## config.mk

```make
export PLATFORM = sky130hd
export DESIGN_NAME = uart_lite_target
export DESIGN_NICKNAME = d
export VERILOG_FILES = /design/src/rtl/uart_lite_target.sv
export SDC_FILE = /design/constraint.sdc
export NUM_CORES = 1
export LEC_CHECK = 0
export ABC_AREA = 1
export BUFFER_PORTS_ARGS = -buffer_cell sky130_fd_sc_hd__buf_2
export CAP_MARGIN = 20
export CORE_ASPECT_RATIO = 1.5
export CORE_MARGIN = 2
export CORE_UTILIZATION = 55
export CTS_BUF_LIST = sky130_fd_sc_hd__clkbuf_8
export DETAILED_ROUTE_END_ITERATION = 10
export GPL_ROUTABILITY_DRIVEN = 1
export PLACE_DENSITY = 0.72
export SYNTH_ARGS = -nofsm -noshare
export SYNTH_HDL_FRONTEND = slang
export SYNTH_SLANG_ARGS = --single-unit
export TNS_END_PERCENT = 5
```

## constraint.sdc

```tcl
create_clock -name clk -period 2.6 [get_ports clk]
set_input_delay 0.26 -clock clk [delete_from_list [all_inputs] [get_ports clk]]
set_output_delay 0.26 -clock clk [all_outputs]
set_load 0.005 [all_outputs]
```

## src/rtl/uart_lite_target.sv

```systemverilog
// FIFO-less 16550-subset UART target: register bus, 16x-oversampled 8N1 TX/RX
// and a level interrupt.
module uart_lite_target #(
  parameter logic [15:0] DIV_RESET   = 16'd0,
  parameter int unsigned SYNC_STAGES = 2
) (
  input  logic       clk,
  input  logic       rstn,
  input  logic       cs,
  input  logic       wr,
  input  logic       rd,
  input  logic [2:0] a,
  input  logic [7:0] din,
  output logic [7:0] dout,
  output logic       irq,
  input  logic       sin,
  output logic       sout
);

  typedef enum logic [1:0] {StIdle, StStart, StData, StStop} state_e;

  logic       wr_q, rd_q;
  logic [7:0] dll, dlm, lcr, scr, rbr, thr;
  logic [1:0] ier;
  logic       loopback, dr, oe, fe, thre, temt;
  logic [15:0] baud_cnt;
  logic [7:0] rdata;

  logic dlab, wr_edge, rd_act, rd_edge, thr_wr, div_wr, rbr_rd, lsr_rd, tick;
  logic [15:0] divisor;

  assign dlab    = lcr[7];
  assign wr_edge = cs & wr & ~wr_q;
  assign rd_act  = cs & rd;
  assign rd_edge = rd_act & ~rd_q;
  assign thr_wr  = wr_edge && (a == 3'd0) && !dlab;
  assign div_wr  = wr_edge && dlab && ((a == 3'd0) || (a == 3'd1));
  assign rbr_rd  = rd_edge && (a == 3'd0) && !dlab;
  assign lsr_rd  = rd_edge && (a == 3'd5);
  assign divisor = {dlm, dll};
  assign tick    = (divisor != 16'd0) && (baud_cnt == divisor - 16'd1);

  // ---------------- TX ----------------
  state_e     tx_state_q, tx_state_d;
  logic [3:0] tx_tcnt_q, tx_tcnt_d;
  logic [2:0] tx_bcnt_q, tx_bcnt_d;
  logic [7:0] tx_shift_q, tx_shift_d;
  logic       tx_load, tx_done, tx_line;

  always_comb begin
    tx_state_d = tx_state_q;
    tx_tcnt_d  = tx_tcnt_q;
    tx_bcnt_d  = tx_bcnt_q;
    tx_shift_d = tx_shift_q;
    tx_load    = 1'b0;
    tx_done    = 1'b0;
    if (tick) begin
      unique case (tx_state_q)
        StIdle: begin
          if (!thre) begin
            tx_load    = 1'b1;
            tx_shift_d = thr;
            tx_tcnt_d  = 4'd0;
            tx_state_d = StStart;
          end
        end
        StStart: begin
          tx_tcnt_d = tx_tcnt_q + 4'd1;
          if (tx_tcnt_q == 4'd15) begin
            tx_bcnt_d  = 3'd0;
            tx_state_d = StData;
          end
        end
        StData: begin
          tx_tcnt_d = tx_tcnt_q + 4'd1;
          if (tx_tcnt_q == 4'd15) begin
            tx_shift_d = {1'b0, tx_shift_q[7:1]};
            tx_bcnt_d  = tx_bcnt_q + 3'd1;
            if (tx_bcnt_q == 3'd7) tx_state_d = StStop;
          end
        end
        StStop: begin
          tx_tcnt_d = tx_tcnt_q + 4'd1;
          if (tx_tcnt_q == 4'd15) begin
            // Back-to-back: a pending THR byte skips IDLE entirely.
            if (!thre) begin
              tx_load    = 1'b1;
              tx_shift_d = thr;
              tx_state_d = StStart;
            end else begin
              tx_done    = 1'b1;
              tx_state_d = StIdle;
            end
          end
        end
        default: tx_state_d = StIdle;
      endcase
    end
  end

  always_ff @(posedge clk or negedge rstn) begin
    if (!rstn) begin
      tx_state_q <= StIdle;
      tx_tcnt_q  <= 4'd0;
      tx_bcnt_q  <= 3'd0;
      tx_shift_q <= 8'h00;
    end else begin
      tx_state_q <= tx_state_d;
      tx_tcnt_q  <= tx_tcnt_d;
      tx_bcnt_q  <= tx_bcnt_d;
      tx_shift_q <= tx_shift_d;
    end
  end

  assign tx_line = (tx_state_q == StStart) ? 1'b0 :
                   (tx_state_q == StData)  ? tx_shift_q[0] : 1'b1;
  assign sout    = loopback | tx_line;

  // ---------------- RX ----------------
  logic [SYNC_STAGES-1:0] sync_q;
  logic       rx_in, rx_load, rx_ferr;
  state_e     rx_state_q, rx_state_d;
  logic [3:0] rx_tcnt_q, rx_tcnt_d;
  logic [2:0] rx_bcnt_q, rx_bcnt_d;
  logic [7:0] rx_shift_q, rx_shift_d;

  assign rx_in = sync_q[SYNC_STAGES-1];

  always_comb begin
    rx_state_d = rx_state_q;
    rx_tcnt_d  = rx_tcnt_q;
    rx_bcnt_d  = rx_bcnt_q;
    rx_shift_d = rx_shift_q;
    rx_load    = 1'b0;
    rx_ferr    = 1'b0;
    unique case (rx_state_q)
      StIdle: begin
        if (!rx_in) begin
          rx_tcnt_d  = 4'd0;
          rx_state_d = StStart;
        end
      end
      StStart: begin
        if (tick) begin
          rx_tcnt_d = rx_tcnt_q + 4'd1;
          if (rx_tcnt_q == 4'd7) begin
            rx_tcnt_d  = 4'd0;
            rx_bcnt_d  = 3'd0;
            rx_state_d = rx_in ? StIdle : StData;
          end
        end
      end
      StData: begin
        if (tick) begin
          rx_tcnt_d = rx_tcnt_q + 4'd1;
          if (rx_tcnt_q == 4'd15) begin
            rx_shift_d = {rx_in, rx_shift_q[7:1]};
            rx_bcnt_d  = rx_bcnt_q + 3'd1;
            if (rx_bcnt_q == 3'd7) rx_state_d = StStop;
          end
        end
      end
      StStop: begin
        if (tick) begin
          rx_tcnt_d = rx_tcnt_q + 4'd1;
          if (rx_tcnt_q == 4'd15) begin
            rx_load    = 1'b1;
            rx_ferr    = !rx_in;
            rx_state_d = StIdle;
          end
        end
      end
      default: rx_state_d = StIdle;
    endcase
  end

  always_ff @(posedge clk or negedge rstn) begin
    if (!rstn) begin
      sync_q     <= '1;
      rx_state_q <= StIdle;
      rx_tcnt_q  <= 4'd0;
      rx_bcnt_q  <= 3'd0;
      rx_shift_q <= 8'h00;
    end else begin
      sync_q     <= {sync_q[SYNC_STAGES-2:0], loopback ? tx_line : sin};
      rx_state_q <= rx_state_d;
      rx_tcnt_q  <= rx_tcnt_d;
      rx_bcnt_q  <= rx_bcnt_d;
      rx_shift_q <= rx_shift_d;
    end
  end

  // ---------------- Registers ----------------
  always_ff @(posedge clk or negedge rstn) begin
    if (!rstn) begin
      wr_q     <= 1'b0;
      rd_q     <= 1'b0;
      dll      <= DIV_RESET[7:0];
      dlm      <= DIV_RESET[15:8];
      lcr      <= 8'h00;
      scr      <= 8'h00;
      rbr      <= 8'h00;
      thr      <= 8'h00;
      ier      <= 2'b00;
      loopback <= 1'b0;
      dr       <= 1'b0;
      oe       <= 1'b0;
      fe       <= 1'b0;
      thre     <= 1'b1;
      temt     <= 1'b1;
      baud_cnt <= 16'd0;
      dout     <= 8'h00;
      irq      <= 1'b0;
    end else begin
      wr_q <= cs & wr;
      rd_q <= rd_act;
      if (div_wr || divisor == 16'd0 || tick) baud_cnt <= 16'd0;
      else                                    baud_cnt <= baud_cnt + 16'd1;

      if (wr_edge) begin
        case (a)
          3'd0: if (dlab) dll <= din; else thr <= din;
          3'd1: if (dlab) dlm <= din; else ier <= din[1:0];
          3'd3: lcr <= din;
          3'd4: loopback <= din[4];
          3'd7: scr <= din;
          default: ;
        endcase
      end

      if (tx_load) thre <= 1'b1;
      if (tx_done) temt <= 1'b1;
      if (thr_wr) begin
        thre <= 1'b0;
        temt <= 1'b0;
      end

      // Set-side updates follow the clears so a same-cycle event wins.
      if (rbr_rd) dr <= 1'b0;
      if (lsr_rd) begin
        oe <= 1'b0;
        fe <= 1'b0;
      end
      if (rx_load) begin
        rbr <= rx_shift_q;
        dr  <= 1'b1;
        if (dr && !rbr_rd) oe <= 1'b1;
        if (rx_ferr) fe <= 1'b1;
      end

      if (rd_act) dout <= rdata;
      irq <= (ier[0] & dr) | (ier[1] & thre);
    end
  end

  always_comb begin
    rdata = 8'h00;
    case (a)
      3'd0: rdata = dlab ? dll : rbr;
      3'd1: rdata = dlab ? dlm : {6'b0, ier};
      3'd2: rdata = (ier[0] & dr) ? 8'h04 : (ier[1] & thre) ? 8'h02 : 8'h01;
      3'd3: rdata = lcr;
      3'd4: rdata = {3'b0, loopback, 4'b0};
      3'd5: rdata = {1'b0, temt, thre, 1'b0, fe, 1'b0, oe, dr};
      3'd7: rdata = scr;
      default: rdata = 8'h00;
    endcase
  end

endmodule

```

==> results of run 1 <==
==> power by group through the flow <==
stage	clock network (mW)	registers [mW]	logic [mW]
floorplan	0	2.24	1.14
global placement	0	2.31	1.50
detailed placement	0	2.32	1.52
CTS	1.83	2.28	1.53
global route	1.92	2.31	1.76
finish	1.80	2.28	1.54
==> per-layer routing <==
layer | global-route usage | vias up
li1 | - | 2796
met1 | 0.313 | 2680
met2 | 0.504 | 124
met3 | 0.0487 | 47
met4 | 0.145 | 0
met5 | 0 | -
==> repair_timing <==
action | CTS | global route
hold endpoints to repair | 43 | 0
setup endpoints to repair | 0 | 36
buffers inserted | 0 | 0
gates resized for setup | 0 | 5
hold buffers | 1 | 0
==> cells in the mapped netlist (all sizes together) <==
cell	instances	area share
nand2	247	0.15
dfrtp	115	0.44
nor2	96	0.063
inv	89	0.052
o21ai	84	0.079
nand3	41	0.037
a21oi	24	0.018
nor3	23	0.018
xor2	19	0.025
ha	14	0.027
nand4	13	0.013
clkbuf	10	0.0057
mux2i	7	0.011
nor4	5	0.0048
xnor2	5	0.0067
a221oi	4	0.0053
buf	4	0.0059
dfstp	4	0.016
nand3b	4	0.0046
a31oi	3	0.0029
o2111ai	3	0.0040
a211oi	2	0.0023
a22oi	2	0.0023
o31ai	2	0.0023
or2	2	0.0019
and3	1	0.00096
o211ai	1	0.0011
o21bai	1	0.0011
o221ai	1	0.0013
==> layout by cell type, fill, tap and decap left out, types with 3 or more instances in the layout <==
cell / count
a221oi_1: 4
clkbuf_8: 17
dfstp_2: 4
clkinv_4: 3
o21ai_2: 26
dfrtp_1: 115
nor3_1: 22
bufinv_16: 3
o21ai_0: 56
nor4_1: 5
o2111ai_1: 3
mux2i_1: 7
xor2_1: 19
nand3_2: 3
nor2_1: 87
buf_4: 16
a21oi_1: 24
nand2_2: 7
xnor2_1: 5
ha_1: 13
inv_1: 86
nand2_4: 3
nand3b_1: 4
nor2_2: 6
nand4_1: 12
nand2_1: 237
buf_2: 25
nand3_1: 36
a31oi_1: 3
nand3_4: 3
inv_6: 7
==> sequential cells by signal, indices dropped and copies added, names as in the netlist, 3 cells and up, named ones only <==
name,count
baud_cnt,16
dll,8
dlm,8
dout,8
lcr,8
rbr,8
rx_shift_q,8
scr,8
thr,8
tx_shift_q,8
rx_tcnt_q,4
tx_tcnt_q,4
rx_bcnt_q,3
tx_bcnt_q,3
==> worst register-to-register path, delay by kind of cell, from the launching register on <==
family,cells,cell delay [ns]
compound gates,1,0.06
buf+inv,3,0.35
simple gates,12,1.23
flops,1,0.41
fa+ha+maj,1,0.19
==> worst max path at each step <==
stage,slack [ns],to,from,cells after the start
finish,0.25,rx_shift_q[0]$_DFFE_PN0P_,dll[1]$_DFFE_PN0P_,17
global route,0.02,rx_shift_q[0]$_DFFE_PN0P_,dll[1]$_DFFE_PN0P_,15
CTS,0.12,tx_shift_q[5]$_DFFE_PN0P_,dll[0]$_DFFE_PN0P_,17
detailed placement,0.13,rbr[7]$_DFFE_PN0P_,dll[0]$_DFFE_PN0P_,17
global placement,0.24,tx_shift_q[5]$_DFFE_PN0P_,dll[0]$_DFFE_PN0P_,17
floorplan,0.45,rx_shift_q[5]$_DFFE_PN0P_,dll[0]$_DFFE_PN0P_,18
==> area by class of cell <==
cell class,instances,share of cell area
clock buffer,17,0.0316
clock inverter,15,0.0257
inverter,89,0.0458
multi-input combinational,605,0.431
sequential,119,0.403
tap,150,0.0254
timing repair buffer,43,0.0372
==> cells by family after synthesis <==
kind of cell             count (synthesis)  synth area share
AND/OR/NAND/NOR                        432             0.292
AO/OA/AOI/OAI                          127             0.120
flip-flops                             119             0.455
buffers and inverters                  103            0.0634
XOR/XNOR                                24            0.0321
adder cells (fa/ha/maj)                 14            0.0267
multiplexers                             7            0.0107
==> through the flow <==
| stage | util | power, mW | std cells | hold WS (ns) | instance area, µm² |
|---|---|---|---|---|---|
| global placement | 0.598 | 3.81 | 1004 | 0.307 | 6930 |
| global route | 0.638 | 5.99 | 1038 | 0.0292 | 7400 |
| detailed placement | 0.598 | 3.83 | 1004 | 0.307 | 6930 |
| CTS | 0.635 | 5.64 | 1037 | 0.00830 | 7360 |
| finish | 0.638 | 5.63 | 1038 | 0.0254 | 7400 |
| floorplan | - | 3.38 | 826 | -0.0356 | 6550 |
==> impl_metrics.toml, run 1 <==
[synthesis]
syn-instance-count = 826
ys_seq_area_frac = 0.455
synth_cell_types = 43
avgSynthCellArea_um2 = 7.93
syn_area_um2 = 6550
mappedNetlistNets = 857
synth_seq_cells = 119
synth_warnings = 0

[clock_network]
clk_latency_ns = 0.44
cts_buffers = 17
cts.clk_slew.worst_paths_ns = 0.08
clock_path_buffers = 2
clock_sinks = 119
cts-htree-levels = 4
root_buffer = "clkbuf_8"
cts_tree = "built"

[timing]
setup_viol = 0
tightest_slew_ns = 0.645
layout_setup_ws_ns = 0.251
fin_crit_ns = 2.35
finClkSkew_ns = 0.0149
hold_violations = 0
rsz0062_at_grt = "no"
slew_headroom = 0.566
fmax_mhz = 426
min_period_over_period = 0.903
final_max_slew_viol_count = 0
fin_tns_setup_ns = 0

[route]
routedLengthMet1_um = 6390
routed-wl-met2_um = 8760
top_layer_used = "met4"
firstDrtPassIters = 5
antenna_left = 0
vias = 5647
met3_length_um = 584
wl_per_cell_um = 15.9
drt_iter0_drc = 341
vias_per_cell = 5.44
drc = 0
routed_wl_um = 16500

[die]
core_um2 = 11600
rows = 48
start_util = 0.565
die-area_um2 = 12800
die_height_um = 138
ioPinCount = 27
dieWidth_um = 93.1

[power]
power.share.clock = 0.320
p_switching_mw = 2.05
irDropWorstVdd_v = 0.000533
switching_share = 0.364
p_seq_frac = 0.406
intPower_mw = 3.58
combPwrFrac = 0.274
cellPowerDensity_nw_per_um2 = 761
leakage_nw = 3.66

[setup_path]
endpoint_kind = "register"
crit_path_start_kind = "register"
worstReg2RegStart = "dll[1]$_DFFE_PN0P_"
crit_family = "simple AND/OR/NAND/NOR gates"
cpPeakStageDelay_ns = 0.41
r2r_cells = 17
path_class = "reg -> reg"
critPathSlowestCell = "dfrtp_1"
path_buf_inv = 3
crit_arrival_ns = 2.67
cp.required_ns = 2.92
r2r_setup_slack_ns = 0.25
crit_path_max_fanout = 16
r2r-end = "rx_shift_q[0]$_DFFE_PN0P_"
path_common_cell = "nand2_1"
crit_chain = "inv_1, ha_4, inv_1, nand2_1, nand2_1, nand2_1, nand2_1, nor2_1, nand3_1, nor2_2, nand2_2, nor2_4, nand2_4, inv_6, nand3_4, nand2_1, o21ai_2"

[global_routing]
gr-total-overflow = 0
grt_pass1_vias = 5585
grt_max_degree = 47
grt_pass1_wl_um = 27300
grtUsageTotal = 0.279
antenna_found_initial = 0

[worst_hold_path]
hold_class = "in -> reg"
holdPathStages = 3
whs_endpoint = "wr_q$_DFF_PN0_"
worstHoldStart = "wr"

[cells_and_area]
final_nets = 906
register_area_um2 = 2980
area_delta_synth_final_pct = 12.9
antenna_cells = 0
multi_input_area_um2 = 3190
drive_above_1_share = 0.154
fillers = 1020

[run_status]
status = "complete, no violations"

[place]
place.gp.congestion = 0.921
numPortBuffers = 26
dp_hpwl_um = 12800
post-place-ws_ns = 0.133

[run]
timing.max_cap.violations = 0
(Power assumes the default switching activity.)
==> run 2: changes to the inputs <==
CORE_MARGIN = default   (was 2)
CORE_UTILIZATION = 64   (was 55)
PLACE_DENSITY = 0.82   (was 0.72)
==> run 2 against run 1 <==
Net effect: critical path depth decreased by 3; flip-flop and latch count unchanged; total power down 1.5%; worst hold slack worse by 0.0085 ns; routed wire length up 2.5%; non-clock buffer count down 1; utilization rose by 11 points; count of clock-buffer cells in the layout stayed put; register-to-register slack got worse by 0.07 ns; clock skew is 0.0017 ns lower; maximum frequency shrank 2.8%; die area fell by 17%; highest routed layer unchanged.
==> impl_metrics.toml, run 2 (synthesis results as in run 1) <==
[cells_and_area]
final_cells = 1002
largest_reg_flops = 16
multi_input_area_um2 = 3170
final_common_cell = "nand2_1"
top_register = "baud_cnt"
layout_common_cells = "nand2_1, dfrtp_1, nor2_1, inv_1, o21ai_0"
final_nets = 905
fillers = 707
area_delta_synth_final_pct = 11.6
register_area_um2 = 2980
antenna_cells = 0
drive_above_1_share = 0.153

[power]
p_switching_mw = 2.14
power.share.clock = 0.302
intPower_mw = 3.40
leakage_nw = 3.63
cellPowerDensity_nw_per_um2 = 758
p_seq_frac = 0.413
irDropWorstVdd_v = 0.000553
combPwrFrac = 0.285
switching_share = 0.386

[die]
core_um2 = 9800
die_height_um = 126
dieWidth_um = 84.6
rows = 44
start_util = 0.669
die-area_um2 = 10700
ioPinCount = 27

[route]
wl_per_cell_um = 16.9
firstDrtPassIters = 7
drc = 0
routed_wl_um = 16900
vias_per_cell = 5.84
drt_iter0_drc = 412
antenna_left = 0
vias = 5848

[clock_network]
clk_latency_ns = 0.45
cts-htree-levels = 4
clock_sinks = 119
cts_setup_buffers = 0
cts.clk_slew.worst_paths_ns = 0.09
clock_path_buffers = 2
cts_buffers = 17
cts_tree = "built"
root_buffer = "clkbuf_8"

[worst_hold_path]
hold_class = "in -> reg"

[setup_path]
cpPeakStageDelay_ns = 0.46
cp.required_ns = 2.93
path_common_cell = "nand2_1"
crit_path_max_fanout = 16
crit_path_start_kind = "register"
path_class = "reg -> reg"
endpoint_kind = "register"
critPathSlowestCell = "dfrtp_1"
crit_arrival_ns = 2.75
crit_chain = "nor2_1, nand2_1, nor2_8, nand2_1, nand2_1, nand2_1, nor2_1, nand2_2, nor2_4, nand2_4, inv_6, nand3_4, nand2_1, o21ai_2"

[global_routing]
grtUsageTotal = 0.345
grt_pass1_wl_um = 28100
gr-total-overflow = 0
antenna_found_initial = 0
grt_max_degree = 47
grt_pass1_vias = 5943

[timing]
fin_tns_setup_ns = 0
fmax_mhz = 414
final_max_slew_viol_count = 0
setup_viol = 0
hold_violations = 0
fin_crit_ns = 2.42
fin_hold_ws_ns = 0.0170
tightest_slew_ns = 0.644
finClkSkew_ns = 0.0132
min_period_over_period = 0.929
rsz0062_at_grt = "no"
layout_setup_ws_ns = 0.184
slew_headroom = 0.571

[place]
post-place-ws_ns = 0.149
numPortBuffers = 26
dp.cells = 968
dp_hpwl_um = 12600
place.gp.congestion = 0.957

[run_status]
status = "complete, no violations"

[run]
timing.max_cap.violations = 0
## run 2: changes by cell type in the layout (fill, tap and decap cells not counted), sizes merged
cell      change
bufinv        -2
clkinvlp      +2
buf           -1
clkinv        -1
inv           +1
## run 2: power by group through the flow
stage / clock (mW) / combinational [mW] / sequential, mW
floorplan: 0 / 1.14 / 2.24
global placement: 0 / 1.52 / 2.31
finish: 1.67 / 1.58 / 2.29
detailed placement: 0 / 1.55 / 2.31
global route: 1.77 / 1.78 / 2.31
CTS: 1.69 / 1.57 / 2.28
## run 2: per-stage QoR
stage	util	instance area [µm²]	total power, mW
CTS	0.744	7290	5.54
global placement	0.703	6890	3.83
detailed placement	0.703	6890	3.87
global route	0.746	7310	5.85
floorplan	-	6550	3.38
finish	0.746	7310	5.54
## run 2: cell type report
| type | instances | area share |
|---|---|---|
| multi-input cells | 605 | 0.434 |
| flip-flops and latches | 119 | 0.408 |
| inverters | 89 | 0.0464 |
| repair buffers | 42 | 0.0383 |
| clock buffers | 17 | 0.0320 |
| clock inverters | 15 | 0.0216 |
| well taps | 115 | 0.0197 |
## run 2: worst paths after layout
| path | start | end | slack, ns | cells past startpoint |
|---|---|---|---|---|
| max in group asynchronous | rstn | temt$_DFFE_PN1P_ | 1.48 | 3 |
| max reg2reg | dll[4]$_DFFE_PN0P_ | rx_shift_q[4]$_DFFE_PN0P_ | 0.18 | 14 |
| min | wr | wr_q$_DFF_PN0_ | 0.02 | 3 |
| min reg2reg | sync_q[0]$_DFF_PN1_ | sync_q[1]$_DFF_PN1_ | 0.36 | 0 |
| min in group asynchronous | rstn | baud_cnt[11]$_DFF_PN0_ | 0.36 | 2 |
| max | dll[4]$_DFFE_PN0P_ | rx_shift_q[4]$_DFFE_PN0P_ | 0.18 | 14 |
## run 2: critical path, delay by kind of cell, from the launching register on
family          cells  cell delay [ns]
buf+inv             1             0.13
simple gates       12             1.64
flops               1             0.46
compound gates      1             0.07
## run 2: per-layer routing
metal	GRT usage	routed length [µm]
met2	0.616	8820
met4	0.213	919
met1	0.380	6360
met5	0	0
met3	0.0537	786
## run 2: what timing repair did
action                                  CTS  global route
hold buffers                              1             0
endpoints found under the setup margin    0            30
hold endpoints to repair                 44             0
gates resized for setup                   0             3
==> run 3: changes to the inputs <==
SETUP_SLACK_MARGIN = 0.4   (was default)
==> run 3 against run 2 <==
Net effect: first-iteration DRC count fell by 5.1%; count of clock-buffer cells in the layout unchanged; maximum frequency up 9.1%; combinational power grew 6%.
==> impl_metrics.toml, run 3 (synthesis results as in run 1) <==
[cells_and_area]
antenna_cells = 0
layout_common_cells = "nand2_1, dfrtp_1, inv_1, nor2_1, o21ai_0"
top_register = "baud_cnt"
largest_reg_flops = 16
drive_above_1_share = 0.195
final_common_cell = "nand2_1"
area_delta_synth_final_pct = 14.9
postLayoutCellArea_um2 = 7530
final_nets = 912
fillers = 691

[route]
antenna_left = 0
drc = 0
drt_iter0_drc = 391
routed_wl_um = 17800
vias_per_cell = 5.92
vias = 5975
wl_per_cell_um = 17.7
firstDrtPassIters = 5

[die]
dieWidth_um = 84.6
core_um2 = 9800
rows = 44
die-area_um2 = 10700
die_height_um = 126
start_util = 0.669
ioPinCount = 27

[clock_network]
clock_path_buffers = 2
root_buffer = "clkbuf_8"
cts_tree = "built"
clk_latency_ns = 0.46
cts_buffers = 17
clock_sinks = 119
cts-htree-levels = 4
cts.clk_slew.worst_paths_ns = 0.09

[timing]
hold_violations = 0
tightest_slew_ns = 0.646
slew_headroom = 0.568
setup_viol = 0
final_max_slew_viol_count = 0
fin_tns_setup_ns = 0
min_period_over_period = 0.852
fmax_mhz = 451
fin_crit_ns = 2.22
layout_setup_ws_ns = 0.385
finClkSkew_ns = 0.0138
rsz0062_at_grt = "yes"

[run_status]
status = "complete, no violations"

[place]
post-place-ws_ns = 0.149
placed_area_um2 = 6890
place.gp.congestion = 0.957
numPortBuffers = 26
dp_hpwl_um = 12600

[run]
timing.max_cap.violations = 0

[global_routing]
gr-total-overflow = 0
antenna_found_initial = 0
grt_pass1_vias = 6012
grtUsageTotal = 0.354
grt_max_degree = 47
grt_pass1_wl_um = 28800

[setup_path]
worstReg2RegStart = "dll[4]$_DFFE_PN0P_"
r2r_setup_slack_ns = 0.38
cp.required_ns = 2.96
startpoint = "dll[4]$_DFFE_PN0P_"
setup.worst_path.end = "baud_cnt[5]$_DFF_PN0_"
r2r_cells = 12
crit_arrival_ns = 2.58
r2r-end = "baud_cnt[5]$_DFF_PN0_"
endpoint_kind = "register"
crit_path_max_fanout = 16
crit_path_start_kind = "register"
path_class = "reg -> reg"

[power]
cellPowerDensity_nw_per_um2 = 753
leakage_nw = 3.67
power_mw = 5.67
irDropWorstVdd_v = 0.000557

[worst_hold_path]
worstHoldStart = "wr"
hold_class = "in -> reg"
[run 3: critical path, stage by stage (launching register included)]
cell     delay, ns
dfrtp_2       0.47
nor2_2        0.17
nand2_2       0.11
nor2_8        0.15
buf_4         0.14
xor2_1        0.15
nand2_1       0.16
nand3_2       0.13
nor2_4        0.05
nand2_4       0.15
nand4_2       0.10
buf_6         0.18
nor3_1        0.16
[run 3: layer usage]
layer	track usage	vias to the layer above	wire (µm)	share of wire
met2	0.631	246	9270	0.52
met1	0.392	2854	6620	0.37
met5	0	-	0	0
li1	-	2806	-	-
met3	0.0616	69	916	0.051
met4	0.208	0	1020	0.057
[run 3: cell type report]
cell class	count	area, µm²	area share
inverters	89	347	0.0460
repair buffers	45	307	0.0407
clock inverters	15	158	0.0209
multi-input cells	608	3340	0.444
flip-flops and latches	119	2990	0.397
repair inverters	1	8.76	0.00116
clock buffers	17	234	0.0311
well taps	115	144	0.0191
[run 3: what timing repair did]
| action | in CTS | in global routing |
|---|---|---|
| pin swaps | 1 | 2 |
| resized for setup | 22 | 28 |
| buffers inserted | 0 | 3 |
| endpoints found under the hold margin | 44 | 0 |
| endpoints found under the setup margin | 59 | 62 |
| gates cloned | 2 | 3 |
| hold buffers | 1 | 0 |
[run 3: how the worst min path moves through the flow]
stage	end	slack [ns]	cells after the start
3_5_place_dp	baud_cnt[8]$_DFF_PN0_	0.31	1
5_1_grt	wr_q$_DFF_PN0_	0.04	3
3_3_place_gp	baud_cnt[8]$_DFF_PN0_	0.30	1
4_1_cts	wr_q$_DFF_PN0_	0.007	3
6_report	wr_q$_DFF_PN0_	0.01	3
2_1_floorplan	async pin	-0.04	0
[run 3: power breakdown]
group / leakage (nW) / total [mW] / internal, mW / switching [mW]
combinational: 1.90 / 1.68 / 0.593 / 1.08
clock: 0.194 / 1.69 / 0.793 / 0.898
sequential: 1.57 / 2.30 / 2.07 / 0.231
total: 3.67 / 5.67 / 3.46 / 2.21
[run 3: per-stage QoR]
step                 util  hold WS, ns  cells
floorplan               -      -0.0356    826
global placement    0.703        0.298    968
detailed placement  0.703        0.309    968
CTS                 0.753      0.00666   1003
global route        0.768       0.0383   1009
finish              0.768       0.0133   1009
